--- config.mk ---
export PLATFORM = sky130hd
export DESIGN_NAME = dmem_lsu
export DESIGN_NICKNAME = d
export VERILOG_FILES = /design/src/rtl/lsu_pkg.sv /design/src/rtl/lsu_align.sv /design/src/rtl/dmem_lsu.sv
export SDC_FILE = /design/constraint.sdc
export NUM_CORES = 1
export LEC_CHECK = 0
export BUFFER_PORTS_ARGS = -buffer_cell sky130_fd_sc_hd__buf_4
export CAP_MARGIN = 20
export CORE_ASPECT_RATIO = 0.9
export CORE_UTILIZATION = 54
export DETAILED_ROUTE_END_ITERATION = 7
export PLACE_DENSITY = 0.8
export SYNTH_ARGS = -nofsm -noshare
export SYNTH_HDL_FRONTEND = slang
export SYNTH_SLANG_ARGS = --single-unit
--- constraint.sdc ---
create_clock -name clk -period 6 [get_ports clk]
set_input_delay 0.6 -clock clk [delete_from_list [all_inputs] [get_ports clk]]
set_output_delay 0.6 -clock clk [all_outputs]
set_load 0.03 [all_outputs]
--- src/rtl/lsu_pkg.sv ---
// Shared definitions for the data-memory load/store unit: funct3 encodings,
// FSM state type, the idle byte-write-enable value and request legality helpers.
package lsu_pkg;

    localparam logic [2:0] F3_B  = 3'b000;
    localparam logic [2:0] F3_H  = 3'b001;
    localparam logic [2:0] F3_W  = 3'b010;
    localparam logic [2:0] F3_BU = 3'b100;
    localparam logic [2:0] F3_HU = 3'b101;

    localparam logic [3:0] WEB_NONE = 4'hF;

    typedef enum logic [2:0] {
        IDLE,
        ACC1,
        ACC2,
        CAP,
        DONE
    } lsu_state_e;

    function automatic logic f3Legal(input logic write, input logic [2:0] f3);
        if (write) begin
            return (f3 == F3_B) || (f3 == F3_H) || (f3 == F3_W);
        end
        return (f3 == F3_B) || (f3 == F3_H) || (f3 == F3_W) ||
               (f3 == F3_BU) || (f3 == F3_HU);
    endfunction

    // Natural alignment only depends on the access size bits of funct3.
    function automatic logic f3Aligned(input logic [2:0] f3, input logic [1:0] off);
        case (f3[1:0])
            2'b01:   return ~off[0];
            2'b10:   return off == 2'b00;
            default: return 1'b1;
        endcase
    endfunction

endpackage

--- src/rtl/lsu_align.sv ---
// Combinational lane logic: byte-lane mask and store data shifted across two
// words, plus load data extraction with sign/zero extension.
module lsu_align import lsu_pkg::*; (
    input  logic [2:0]  i_funct3,
    input  logic [1:0]  i_offset,
    input  logic [31:0] i_wdata,
    input  logic [31:0] i_loWord,
    input  logic [31:0] i_hiWord,
    output logic [7:0]  o_laneMask,
    output logic [63:0] o_wideData,
    output logic [31:0] o_rdata
);

    logic [3:0]  w_baseMask;
    logic [31:0] w_loadWord;

    always_comb begin
        case (i_funct3[1:0])
            2'b00:   w_baseMask = 4'b0001;
            2'b01:   w_baseMask = 4'b0011;
            default: w_baseMask = 4'b1111;
        endcase
    end

    // Lanes [3:0] belong to the first word, lanes [7:4] spill into the next one.
    assign o_laneMask = {4'b0000, w_baseMask} << i_offset;
    assign o_wideData = {32'h0, i_wdata} << {i_offset, 3'b000};
    assign w_loadWord = 32'({i_hiWord, i_loWord} >> {i_offset, 3'b000});

    always_comb begin
        case (i_funct3)
            F3_B:    o_rdata = {{24{w_loadWord[7]}}, w_loadWord[7:0]};
            F3_H:    o_rdata = {{16{w_loadWord[15]}}, w_loadWord[15:0]};
            F3_BU:   o_rdata = {24'h0, w_loadWord[7:0]};
            F3_HU:   o_rdata = {16'h0, w_loadWord[15:0]};
            default: o_rdata = w_loadWord;
        endcase
    end

endmodule

--- src/rtl/dmem_lsu.sv ---
// RV32I load/store unit in front of a synchronous word-wide SRAM.
// Define MISALIGN_SPLIT_EN to execute word-crossing accesses as two SRAM cycles.
module dmem_lsu import lsu_pkg::*; #(
    parameter int ADDR_W = 14
) (
    input  logic              clk,
    input  logic              rst,
    input  logic              req_valid,
    output logic              req_ready,
    input  logic              req_write,
    input  logic [2:0]        req_funct3,
    input  logic [31:0]       req_addr,
    input  logic [31:0]       req_wdata,
    output logic              rsp_valid,
    output logic [31:0]       rsp_rdata,
    output logic              rsp_err,
    output logic              DM_OE,
    output logic [3:0]        DM_WEB,
    output logic [ADDR_W-1:0] DM_addr,
    output logic [31:0]       DM_DI,
    input  logic [31:0]       DM_DO
);

    localparam logic [ADDR_W-1:0] ADDR_ONE = {{(ADDR_W-1){1'b0}}, 1'b1};

    lsu_state_e        r_state;
    logic              r_write;
    logic [2:0]        r_funct3;
    logic [ADDR_W+1:0] r_addr;
    logic [31:0]       r_wdata;
    logic [31:0]       r_lo;

    logic              w_idle;
    logic [2:0]        w_funct3;
    logic [1:0]        w_offset;
    logic [31:0]       w_wdata;
    logic [31:0]       w_loWord;
    logic [31:0]       w_hiWord;
    logic [7:0]        w_laneMask;
    logic [63:0]       w_wideData;
    logic [31:0]       w_rdata;
    logic              w_cross;
    logic              w_reject;
    logic              w_goAcc2;
    logic              w_unused;

    // In IDLE the aligner looks at the incoming request so ACC1 outputs can be
    // registered on the accepting edge; afterwards it uses the latched copy.
    assign w_idle   = (r_state == IDLE);
    assign w_funct3 = w_idle ? req_funct3    : r_funct3;
    assign w_offset = w_idle ? req_addr[1:0] : r_addr[1:0];
    assign w_wdata  = w_idle ? req_wdata     : r_wdata;
    assign w_cross  = |w_laneMask[7:4];
    assign w_loWord = w_cross ? r_lo  : DM_DO;
    assign w_hiWord = w_cross ? DM_DO : 32'h0;

    assign req_ready = w_idle;
    assign w_unused  = ^req_addr[31:ADDR_W+2];

`ifdef MISALIGN_SPLIT_EN
    assign w_reject = !f3Legal(req_write, req_funct3);
    assign w_goAcc2 = w_cross;
`else
    assign w_reject = !f3Legal(req_write, req_funct3) ||
                      !f3Aligned(req_funct3, req_addr[1:0]);
    assign w_goAcc2 = 1'b0;
`endif

    lsu_align u_align (
        .i_funct3   (w_funct3),
        .i_offset   (w_offset),
        .i_wdata    (w_wdata),
        .i_loWord   (w_loWord),
        .i_hiWord   (w_hiWord),
        .o_laneMask (w_laneMask),
        .o_wideData (w_wideData),
        .o_rdata    (w_rdata)
    );

    always_ff @(posedge clk or posedge rst) begin
        if (rst) begin
            r_state   <= IDLE;
            r_write   <= 1'b0;
            r_funct3  <= 3'b000;
            r_addr    <= '0;
            r_wdata   <= 32'h0;
            r_lo      <= 32'h0;
            rsp_valid <= 1'b0;
            rsp_err   <= 1'b0;
            rsp_rdata <= 32'h0;
            DM_OE     <= 1'b0;
            DM_WEB    <= WEB_NONE;
            DM_addr   <= '0;
            DM_DI     <= 32'h0;
        end else begin
            case (r_state)
                IDLE: begin
                    if (req_valid) begin
                        r_write  <= req_write;
                        r_funct3 <= req_funct3;
                        r_addr   <= req_addr[ADDR_W+1:0];
                        r_wdata  <= req_wdata;
                        if (w_reject) begin
                            r_state   <= DONE;
                            rsp_valid <= 1'b1;
                            rsp_err   <= 1'b1;
                            rsp_rdata <= 32'h0;
                        end else begin
                            r_state <= ACC1;
                            DM_addr <= req_addr[ADDR_W+1:2];
                            DM_OE   <= ~req_write;
                            DM_WEB  <= req_write ? ~w_laneMask[3:0] : WEB_NONE;
                            DM_DI   <= w_wideData[31:0];
                        end
                    end
                end
                ACC1: begin
                    if (w_goAcc2) begin
                        r_state <= ACC2;
                        DM_addr <= DM_addr + ADDR_ONE;
                        DM_OE   <= ~r_write;
                        DM_WEB  <= r_write ? ~w_laneMask[7:4] : WEB_NONE;
                        DM_DI   <= w_wideData[63:32];
                    end else begin
                        r_state <= CAP;
                        DM_OE   <= 1'b0;
                        DM_WEB  <= WEB_NONE;
                    end
                end
                ACC2: begin
                    r_state <= CAP;
                    r_lo    <= DM_DO;
                    DM_OE   <= 1'b0;
                    DM_WEB  <= WEB_NONE;
                end
                CAP: begin
                    // DM_DO here is the final word; extraction happens combinationally.
                    r_state   <= DONE;
                    rsp_valid <= 1'b1;
                    rsp_err   <= 1'b0;
                    rsp_rdata <= r_write ? 32'h0 : w_rdata;
                end
                DONE: begin
                    r_state   <= IDLE;
                    rsp_valid <= 1'b0;
                    rsp_err   <= 1'b0;
                end
                default: begin
                    r_state <= IDLE;
                end
            endcase
        end
    end

endmodule
==> results, run 1 <==
- The type of the worst min-delay path is input port to async pin.
- The global-route total usage across every layer is between 30% and 40%.
- Across the VDD grid, the largest voltage drop is between 0.0003 and 0.0004 V.
- The number of remaining DRC errors is 0.
- The power density over the cells is 638 mW/mm².
- STA classifies the critical path endpoint as a flip-flop.
- For the worst flop-to-flop path, the logic depth is 9.
- The required time of the critical path is approximately 6400 ps.
- The worst clock skew is roughly 8.5 ps.
- The number of slew-limit violations in the final report is 0.
- The number of storage elements in the synthesis netlist is 150.
- The worst pin sits at a relative slew slack of about 31%.
- The pin count of the biggest net entering global routing is 95.
- The total number of placement rows is roughly 40.
- The share of the synthesized area in compound gates (AO/OA/AOI/OAI) is between 15 and 20%.
- The die span in y is between 100 and 150 µm.
- 0 antenna diodes ended up in the layout.
- For this configuration, the core starts out at a cell density of between 50% and 60%.
- Final hold analysis gives a worst-case slack of between 300 and 400 ps.
- For the worst setup path, the data arrival time is 4420 ps.
- In the final layout, the share of cells above drive strength 1 is between 20% and 30%.
- Port buffering added between 150 and 200 buffers.
- The routed design could run at a clock period as short as a little over 4000 ps.
- The final instance area is between 0.009 and 0.01 mm².
- Setup violations remaining at the end of the flow were counted as 0.
- The tool flagged a number of max-cap violations equal to 0.
- In this run the critical register-to-register path is captured at rsp_rdata[30].
- The distinct cell type count of the synthesized netlist is 56.
- Using the TritonRoute via totals, the vias-per-cell ratio works out to 5.92.
- The floorplan step defined a die boundary enclosing ~0.015 mm².
- Routability-driven placement finished with a final weighted congestion of ~0.93.
- For this run the aggregate overflow at the end of global routing stands at 0.
- In this run the post-CTS setup repair buffer count came out at 0.
- In the synthesized netlist, the number of instances is ~830.
- The level count of the clock H-tree is 4.
- The number of hold violations in the final report came to 0.
- Counting flops with an async set or reset pin after synthesis yields a share of 100%.
- The total clock sinks is 150.
- The initial antenna violation count was 0.
- The detailed router's first-iteration violation count is just under 900.
- Before antenna repair, the detailed router went through 7 iterations.
- The static leakage power is around 4.8 nW.
- Summing every instance area after synthesis gives 0.00787 mm².
- Once placement completed, the tool counted placed cells totaling 1146.
- Setup repair after global routing left no endpoint under its margin.
- The number of routed nets with antenna violations is 0.
- The area share of xor/xnor cells in the synthesized design is 0.111%.
- The critical path is of the flip-flop to flip-flop type.
- The portion of synthesized area spent on multiplexers is between 15 and 20%.
- The worst setup path is launched from a flip-flop.
- The final-stage net count is ~1100.
- The fmax is between 200 and 250 MHz.
- Summing all multi-input logic gate instances after layout gives around 0.0038 mm².
- The library cells used most frequently in the layout, excluding fill and tap cells, are nand2_1, buf_4, dfrtp_1, mux2i_1, o21ai_0.
- Of the total synthesized cell area, the portion taken by full adders, half adders and majority gates is less than 1%.
- The yosys synthesis warning count is 0.
- After floorplanning, the core was sized to cover roughly 0.014 mm².
- Counting along the longest clock path gives a buffer depth of 2.
- roughly 190 I/O pins were placed.
- The number of clock buffers inserted by TritonCTS is 17.
- The area growth from synthesis to layout is 25.3%.
- TritonCTS built the clock tree.
- The worst setup slack for register-to-register paths is 1940 ps.
- For this design, the CTS-stage hold fixing added 0 buffers.
- After detailed routing, the average wire length per cell comes to ~19 µm.
- The number of gates resized after CTS was 0.
- The buffer type at the clock tree root is clkbuf_16.
- The library cell used most frequently in the layout, excluding fill and tap cells, is nand2_1.
- The number of vias after detailed routing is between 6000 and 7000.
- The post-synthesis net count is between 900 and 1000.
- The synthesized netlist devotes about 17% of its cell area to simple gates.
- In the final layout, flip-flops and latches occupy 0.00376 mm².
- Dividing the final minimum period by the clock period gives roughly two thirds.
- Setup total negative slack on the finished layout was measured at 0 ps.
- The finished layout holds 1178 standard cells, fillers aside.
- The detailed-route wire length is between 20000 and 25000 µm.
- The run finished with clean final reports.
- The largest family of logic cells by synthesized area is simple AND/OR/NAND/NOR gates.
- The top flip-flop cell by instance count after synthesis is dfrtp_1.
- Of all nets on the critical path, the largest fanout is 44.
- The first global-routing pass estimated around 35000 µm of wire.
- Clock-pin slew was measured on the worst setup and hold paths at 60 ps.
- Measured on the finished design, the core utilization comes to a little over two thirds.
- The layout has ~1100 filler cells.
- The launch point of the worst reg-to-reg path is r_state[0].
- At the pin with the least slew margin, the transition time is between 1000 and 1500 ps.
- The clock reaches the later pin of the worst-skew pair after ~420 ps.
- The total cell area at the placement stage is 0.00925 mm².
- The die is roughly 130 µm wide.
- The number of global-route vias before repair was about 6500.
- The half-perimeter wire length of the detailed placement result is approximately 15000 µm.
- After synthesis, flip-flops and latches occupy between 40 and 50% of the total area.
- Each instance of the synthesized netlist takes up on average 9.51 µm².
- The number of flops mapped to enable cells by yosys is 0.
## routing by layer
metal | vias to the layer above | global-route usage [%] | wire, µm | part of all wire (%)
li1 | 3213 | - | - | -
met1 | 3372 | 42.7 | 9570 | 43
met2 | 346 | 45.2 | 9870 | 45
met3 | 38 | 8.47 | 2150 | 9.7
met4 | 0 | 11.9 | 491 | 2.2
met5 | - | 0 | 0 | 0
## metrics by stage
step	setup slack (ps)	total power, mW
after floorplan	1370	4.15
after global placement	2050	5.07
after detailed placement	2010	5.14
after CTS	1990	6.26
after global routing	1740	6.65
final	1940	6.28
## area by class of cell
cell class	instances	area share [%]
Sequential cell	150	38.1
Inverter	9	0.394
Timing Repair Buffer	183	13.9
Tap cell	193	2.45
Clock inverter	13	1.57
Clock buffer	19	4.60
Multi-Input combinational cell	611	38.9
## state kept, by name (all words and copies together) (netlist names)
| signal | flops |
|---|---|
| DM_DI | 32 |
| DM_WEB | 4 |
| r_write | 1 |
| rsp_valid | 1 |
| rsp_rdata | 32 |
| r_wdata | 32 |
| rsp_err | 1 |
| r_addr | 2 |
| r_funct3 | 3 |
| r_state | 3 |
| DM_OE | 1 |
| r_lo | 24 |
| DM_addr | 14 |
## logic make-up (layout without fill, tap and decap cells)
group           count (synthesis)  after routing
buf+inv                        66            224
compound gates                177            177
xor+xnor                        1              1
mux                           116            116
fa+ha+maj                       3              3
flops                         150            150
simple gates                  314            314
## where the power goes
group / switching [mW] / internal, mW / total, mW
logic: 2.12 / 1.31 / 3.42
registers: 0.297 / 1.46 / 1.76
clock network: 0.431 / 0.673 / 1.10
## Yosys cell counts (all sizes together), types with 9 or more instances
library cell  number  area [µm²]
nor2              29         111
dfrtp            146        3650
buf               19         129
mux2i             67         678
a22o              13         114
nand2b             9        56.3
o31ai             10        75.1
inv                9        33.8
o221ai            10        87.6
nand3             31         155
mux2              49         556
a21oi             30         154
a31oi             10        62.6
o21ai             49         245
nand2            222         833
a21o               9        67.6
clkbuf            38         143
## how the worst max path moves through the flow
stage | start | end | slack, ps | cells past startpoint
3_3_place_gp | r_state[0] | rsp_rdata[29] | 2050 | 9
3_5_place_dp | r_state[0] | rsp_rdata[29] | 2010 | 9
4_1_cts | r_state[0] | rsp_rdata[30] | 1990 | 9
2_1_floorplan | rst | DM_DI[0] | 1370 | 1
6_report | r_state[0] | rsp_rdata[30] | 1940 | 9
5_1_grt | r_state[0] | rsp_rdata[30] | 1740 | 9
## worst max-delay path, stage by stage, from the launching register on
cell	delay [ps]
dfrtp_1	480
or3_4	530
inv_2	150
buf_4	580
mux2_2	840
nor2_1	130
nor3_1	220
a221oi_2	110
a21oi_2	670
a32o_1	270
Note: power is estimated with default switching activity, not from simulation.
==> inputs of run 2 (changes only) <==
--- a/config.mk
+++ b/config.mk
@@ -8,9 +8,9 @@
 export BUFFER_PORTS_ARGS = -buffer_cell sky130_fd_sc_hd__buf_4
 export CAP_MARGIN = 20
 export CORE_ASPECT_RATIO = 0.9
-export CORE_UTILIZATION = 54
+export CORE_UTILIZATION = 49
 export DETAILED_ROUTE_END_ITERATION = 7
-export PLACE_DENSITY = 0.8
+export PLACE_DENSITY = 0.77
 export SYNTH_ARGS = -nofsm -noshare
 export SYNTH_HDL_FRONTEND = slang
 export SYNTH_SLANG_ARGS = --single-unit
==> constraint.sdc (replaced) <==
create_clock -name clk -period 3.3 [get_ports clk]
set_input_delay 0.33 -clock clk [delete_from_list [all_inputs] [get_ports clk]]
set_output_delay 0.33 -clock clk [all_outputs]
set_load 0.03 [all_outputs]
==> run 2 against run 1 <==
Net effect:
- sequential share of layout area decreased by 0.49 points
- via count increased by 0.36%
- highest routed layer unchanged
- clock skew increased by 2.1 ps
- sequential power increased by 82%
- count of clock-buffer cells in the layout increased by 4
- non-clock buffer count increased by 20
- core utilization decreased by 5.6 points
- wire length increased by 3.8%
- setup slack got worse by 1800 ps
- final cell count increased by 2.3%
- global-route usage decreased by 1.6 points
- worst hold slack got worse by 230 ps
- largest power group unchanged
==> results, run 2 (same netlist as run 1, synthesis figures left out) <==
- The final cell count without fillers is roughly 1200.
- The power density over the cells is about 1100 mW/mm².
- The detailed route wirelength on metal2 is a little over 10000 µm.
- The placed instances occupy a cell area of around 0.0094 mm².
- The worst hold path cell count is 3.
- Sequential cells burn approximately 28% of the power.
- The number of slew-limit violations in the final report is 0.
- The switching power share of the total is a little under half.
- The first detailed-routing pass ran for 8 iterations.
- The clock transition at the registers of the reported paths is ~70 ps.
- Leaving out fill and tap cells, the most frequent cell in the layout is nand2_1.
- The number of cells upsized or downsized after cts is 0.
- The number of global-route vias before repair is 6693.
- Of all nets on the critical path, the largest fanout is 16.
- The detailed-route wire length is around 23000 µm.
- The run finished with clean final reports.
- The sum of routed wire segments on met1 is between 10000 and 15000 µm.
- The net switching power figure is about 5.2 mW.
- The number of vias per cell after detailed routing is around 5.8.
- In this run the vertical extent of the chip is between 100 and 150 µm.
- The final critical-path setup slack is around 190 ps.
- The number of antenna diodes in the final layout is 0.
- The final total power is approximately 11 mW.
- Row generation in the floorplan step produced between 40 and 50 rows.
- 189 I/O pins were placed.
- The floorplan step defined a core boundary enclosing between 0.015 and 0.02 mm².
- The buffer type at the clock tree root is clkbuf_16.
- Summed over all cells, the static leakage comes to 4.90 nW.
- The data arrival at the endpoint of the critical path is around 3500 ps.
- The sum of overflow across all layers after global routing is 0.
- The portion of total power attributed to combinational logic is a little under three fifths.
- The pin count of the biggest net entering global routing is 84.
- After detailed routing, the number of remaining DRC violations is 0.
- The per-cell routed wire length is between 15 and 20 µm.
- The wire-length estimate of the detail-placed layout is about 16000 µm.
- The tightest min-delay check is of the input port to flip-flop type.
- The fmax is 321 MHz.
- The initial utilization of the core area, before any placement, comes to between 50% and 60%.
- The clock power share is 15.6%.
- The number of hold violations in the final report is 0.
- The number of vias after detailed routing is 6994.
- The worst hold path begins at req_wdata[2].
- The worst min-delay path endpoint is r_wdata[2].
- The portion of the clock cycle consumed by the worst path in the final layout is around 94%.
- Adding up every negative setup slack in the final design gives 0 ps.
- The number of placed cells counting well taps is ~1200.
- The number of routed nets with antenna violations is 0.
- The actual transition at the worst max-transition pin is 901 ps.
- Summed over all nets, wire length on met3 after detailed routing comes to about 2000 µm.
- TritonCTS created 17 clock buffers.
- The cell-internal power is 6.20 mW.
- The global-route wire length before repair is about 36000 µm.
- The level count of the clock H-tree is 4.
- The net count of the finished layout is between 1000 and 1500.
- The worst-case IR drop observed on VDD is 0.000573 V.
- In this run the critical register-to-register path is captured at rsp_rdata[28].
- Measured along the x axis, the die boundary spans 136 µm.
- The longest clock path from root to sink contains 2 buffers.
- The initial antenna violation count is 0.
- The launch point of the worst reg-to-reg path is r_state[0].
- The worst hold-check slack is 102 ps.
- The first routing iteration left 886 violations.
- Once the clock tree was built, the setup fixing pass inserted 0 buffers.
- The startpoint type of the worst setup path is a flip-flop.
- Clock latency on the worst-skew pair, taken at its later pin, is between 400 and 500 ps.
- The final instance area is approximately 0.01 mm².
- In the final layout, the registers with the most flip-flops are DM_DI x32, r_wdata x32, rsp_rdata x32.
- The fraction of final layout cells sized beyond drive strength 1 is a little under 30%.
- The worst slack after detailed placement is around 240 ps.
- For the worst setup path, the data required time is 3660 ps.
- TritonCTS built the clock tree.
- The weighted congestion at the end of routability-driven global placement is roughly 0.9.
- For this run, the share of the core covered by cells in the final layout is approximately 64%.
- The total clock sinks is 150.
- The final setup violation count is 0.
- In this run the tool buffered the top-level ports with 172 buffer cells.
- The critical path start-end classification is flip-flop to flip-flop.
- The worst clock skew is between 10 and 15 ps.
- In the layout the commonest cells are nand2_1, buf_4, dfrtp_1, mux2i_1, o21ai_0.
- The routed design could run at a clock period as short as 3110 ps.
- The post-synthesis to final-layout area growth is 26.9%.
- The worst setup slack for register-to-register paths is between 150 and 200 ps.
- The floorplan step defined a die boundary enclosing 0.0166 mm².
- The top layer used by detailed routing is met4.
- Setup repair after global routing left no endpoint under its margin.
- For this run, the total global-route usage over all layers was measured as 28.9%.
- The worst-case headroom to the max-slew limit is approximately two fifths.
- The max-cap violation count is 0.
- STA classifies the critical path endpoint as a flip-flop.
- The number of cells traversed by the worst register-to-register path is 7.
-- run 2: changes by cell type in the layout (fill, tap and decap cells not counted), sizes merged, moves of 2 or more --
cell      change
buf          +19
bufinv        -3
clkbuf        +4
clkinv        -4
clkinvlp      +2
-- run 2: worst max-delay path by stage --
stage	from	to	slack (ps)	cells past startpoint
2_1_floorplan	r_state[0]	rsp_rdata[24]	720	10
3_3_place_gp	r_state[0]	rsp_rdata[29]	280	7
3_5_place_dp	r_state[0]	rsp_rdata[28]	240	7
4_1_cts	r_state[0]	rsp_rdata[28]	190	9
5_1_grt	r_state[0]	rsp_rdata[28]	30	7
6_report	r_state[0]	rsp_rdata[28]	190	7
-- run 2: cell type report --
type	instances	area, µm²
Fill cell	1308	5570
Inverter	9	37.5
Timing Repair Buffer	203	1560
Clock inverter	7	48.8
Multi-Input combinational cell	611	3830
Tap cell	202	253
Sequential cell	150	3760
Clock buffer	23	488
-- run 2: worst max-delay path: stages, from the launching register on --
cell and delay, ps:
dfrtp_1 480, or3_4 530, inv_2 240, mux2_2 420
a41oi_1 240, o211ai_1 170, a21oi_2 680, a32o_1 270
-- run 2: layer usage --
layer  track usage, %  up-vias
li1                 -     3249
met1             41.7     3383
met2             42.3      328
met3             7.32       34
met4             9.27        0
met5                0        -
-- run 2: what timing repair did --
item,CTS,global route
endpoints found under the hold margin,0,5
endpoints found under the setup margin,0,0
hold buffers,0,1
-- run 2: power groups by stage --
stage	Clock, mW	Sequential, mW	Combinational [mW]
finish	1.79	3.21	6.44
global route	1.89	3.30	6.91
CTS	1.81	3.20	6.37
detailed placement	0	3.22	6.33
global placement	0	3.18	6.22
floorplan	0	3.85	3.69
==> inputs of run 3 (changes only) <==
==> constraint.sdc (replaced) <==
create_clock -name clk -period 3.3 [get_ports clk]
set_input_delay 0 -clock clk [delete_from_list [all_inputs] [get_ports clk]]
set_output_delay 0 -clock clk [all_outputs]
set_load 0.03 [all_outputs]
==> run 3 against run 2 <==
Net effect:
- wire length is 4.9% higher
- clock skew is 1.7 ps lower
- worst hold slack worse by 81 ps
- die area stayed put
- flip-flop and latch count stayed put
- sequential share of layout area is 3.1 points lower
- sequential power hardly changed
- fmax is 1.8% higher
- register-to-register slack better by 60 ps
==> results, run 3 (same netlist as run 1, synthesis figures left out) <==
- The run finished with clean final reports.
- The clock arrives with about 8.9 ps of skew.
- In the layout the commonest cells are nand2_1, buf_4, dfrtp_1, dlygate4sd3_1, mux2i_1.
- The worst-case IR drop observed on VDD is 0.000857 V.
- In this run the top signal layer used is met4.
- The stage delay of the slowest cell on the critical path is approximately 640 ps.
- Among cell families on the critical path, the largest total delay comes from simple AND/OR/NAND/NOR gates.
- For this run the aggregate overflow at the end of global routing stands at 0.
- The worst hold path begins at req_valid.
- The number of vias after detailed routing is roughly 7400.
- The final total power is about 12 mW.
- Input and output buffers added on the ports amount to ~170.
- The level count of the clock H-tree is 4.
- The per-cell routed wire length is roughly 19 µm.
- The die span in y is 122 µm.
- The critical path in this run is classified as flip-flop to flip-flop.
- Traced cell by cell, the critical path runs through or3_4, inv_2, mux2_2, a41oi_1, o211ai_1, nor2_1, a221o_1.
- The final-stage net count is roughly 1200.
- For the worst setup path, the data arrival time is 3410 ps.
- The effective utilization at floorplan is between 50% and 60%.
- Summed over all nets, the half-perimeter wirelength after detailed placement is between 15000 and 20000 µm.
- The global-route total usage across every layer is a little under a third.
- No sink is reached through more buffers than the 2 on the longest clock path.
- The final setup violation count is 0.
- The number of clock buffers inserted by TritonCTS is 17.
- The required time of the critical path is 3660 ps.
- The detailed router's first-iteration violation count is a little under 900.
- The clock drives 150 sinks.
- For this design the static power due to leakage is 5.28 nW.
- The portion of the clock cycle consumed by the worst path in the final layout is 92.6%.
- Counting both buffers and inverters, the worst setup path holds a total of 1.
- After layout, the minimum clock period comes to 3060 ps.
- The number of global-route vias before repair was around 7400.
- The count of buffers added by post-CTS timing repair for setup is 0.
- The die area is between 0.015 and 0.02 mm².
- The number of cells on the critical path is 7.
- Along the worst path, the maximum fanout reaches 13.
- The largest registers in the layout are DM_DI x32, r_wdata x32, rsp_rdata x32.
- For this run, design rule violations remaining after detail routing come to 0.
- The first detailed-routing pass ran for 5 iterations.
- Clock-pin slew was measured on the worst setup and hold paths at about 60 ps.
- The number of routed nets with antenna violations is 0.
- The cell sitting at the root of the clock tree is a clkbuf_16.
- The clock tree from TritonCTS is built.
- After detailed routing, the met2 layer carries about 11000 µm of wire.
- 0 antenna diodes ended up in the layout.
- Setup repair after global routing left no endpoint under its margin.
- The worst hold-check slack is between 20 and 25 ps.
- Setup total negative slack on the finished layout was measured at 0 ps.
- The number of slew-limit violations in the final report is 0.
- Row generation in the floorplan step produced 43 rows.
- The worst hold path cell count is 4.
- The chip width is 136 µm.
- Entering global routing, the biggest net connects 84 pins.
- between 150 and 200 I/O pins were placed.
- The worst hold path terminates at rsp_err.
- The library cell used most frequently in the layout, excluding fill and tap cells, is nand2_1.
- Timing would allow up to 327 MHz.
- The post-synthesis to final-layout area growth is 38.2%.
- Of the cells placed in the final design, the portion with a size suffix greater than 1 is a little over a quarter.
- After floorplanning, the core was sized to cover about 0.016 mm².
- The tightest min-delay check is of the input port to flip-flop type.
- Dividing the detail-routed via count by the number of cells gives just under 6.
- In the detailed route, the total length drawn on met3 is 1900 µm.
- The worst setup path is captured at a flip-flop.
- For this block, wires on met1 add up to 10400 µm.
- The global-route wire length before repair is between 30000 and 40000 µm.
- The number of cells traversed by the worst register-to-register path is 7.
- Power spread over the standard cell area amounts to 1090 mW/mm².
- Wires add up to between 20000 and 25000 µm.
- The actual transition at the worst max-transition pin is between 800 and 900 ps.
- The launch point of the worst reg-to-reg path is r_state[1].
- The insertion delay of the later-clocked pin in the worst-skew pair is about 430 ps.
- The number of hold violations in the final report is 0.
- The startpoint type of the worst setup path is a flip-flop.
- In this run the critical register-to-register path is captured at rsp_rdata[15].
- Counting the fill cells in the layout gives 1163.
- Headroom to the max-slew limit came out at 46.0%.
- The weighted congestion at the end of routability-driven global placement is between 0.8 and 0.9.
- The worst setup slack for register-to-register paths is 240 ps.
- Across the run, the number of max-cap violations was 0.
- The largest individual stage delay along the critical path comes from the cell nor2_1.
- The initial antenna violation count is 0.
[run 3: final cells by class]
type                    instances  area [µm²]  area share, %
well taps                     202         253           2.32
multi-input cells             611        3840           35.3
clock buffers                  23         508           4.67
inverters                       9        37.5          0.345
flip-flops and latches        150        3760           34.6
repair buffers                279        2360           21.7
clock inverters                 7         116           1.07
[run 3: what timing repair did]
item | in CTS | in global routing
resized for setup | 0 | 1
hold buffers | 81 | 0
endpoints found under the hold margin | 125 | 0
endpoints found under the setup margin | 0 | 4
[run 3: how the worst max path moves through the flow]
stage               start            end
6_report       r_state[1]  rsp_rdata[15]
5_1_grt        r_state[1]  rsp_rdata[15]
4_1_cts        r_state[1]  rsp_rdata[28]
3_5_place_dp   r_state[1]  rsp_rdata[29]
3_3_place_gp   r_state[1]  rsp_rdata[30]
2_1_floorplan  r_state[0]  rsp_rdata[24]
[run 3: tightest hold or removal path: cells and delay by family]
kind	cells	cell delay (ps)
compound gates	1	50
buf+inv	1	120
simple gates	2	230
[run 3: routing by layer]
layer	global-route usage, %	vias up
li1	-	3401
met3	7.78	59
met1	41.3	3581
met4	10.7	0
met5	0	-
met2	47.2	361
[run 3: report_power, final]
group | internal [mW] | switching, mW
registers | 2.66 | 0.552
clock network | 1.30 | 0.766
logic | 2.60 | 3.94
[run 3: stage by stage]
stage               cells  cell area (µm²)  util (%)  setup WS, ps
floorplan             827             7870         -           716
global placement     1169             9410      60.5           248
detailed placement   1169             9410      60.5           204
CTS                  1280            10800      69.8           172
global route         1281            10900      69.9           109
finish               1281            10900      69.9           244
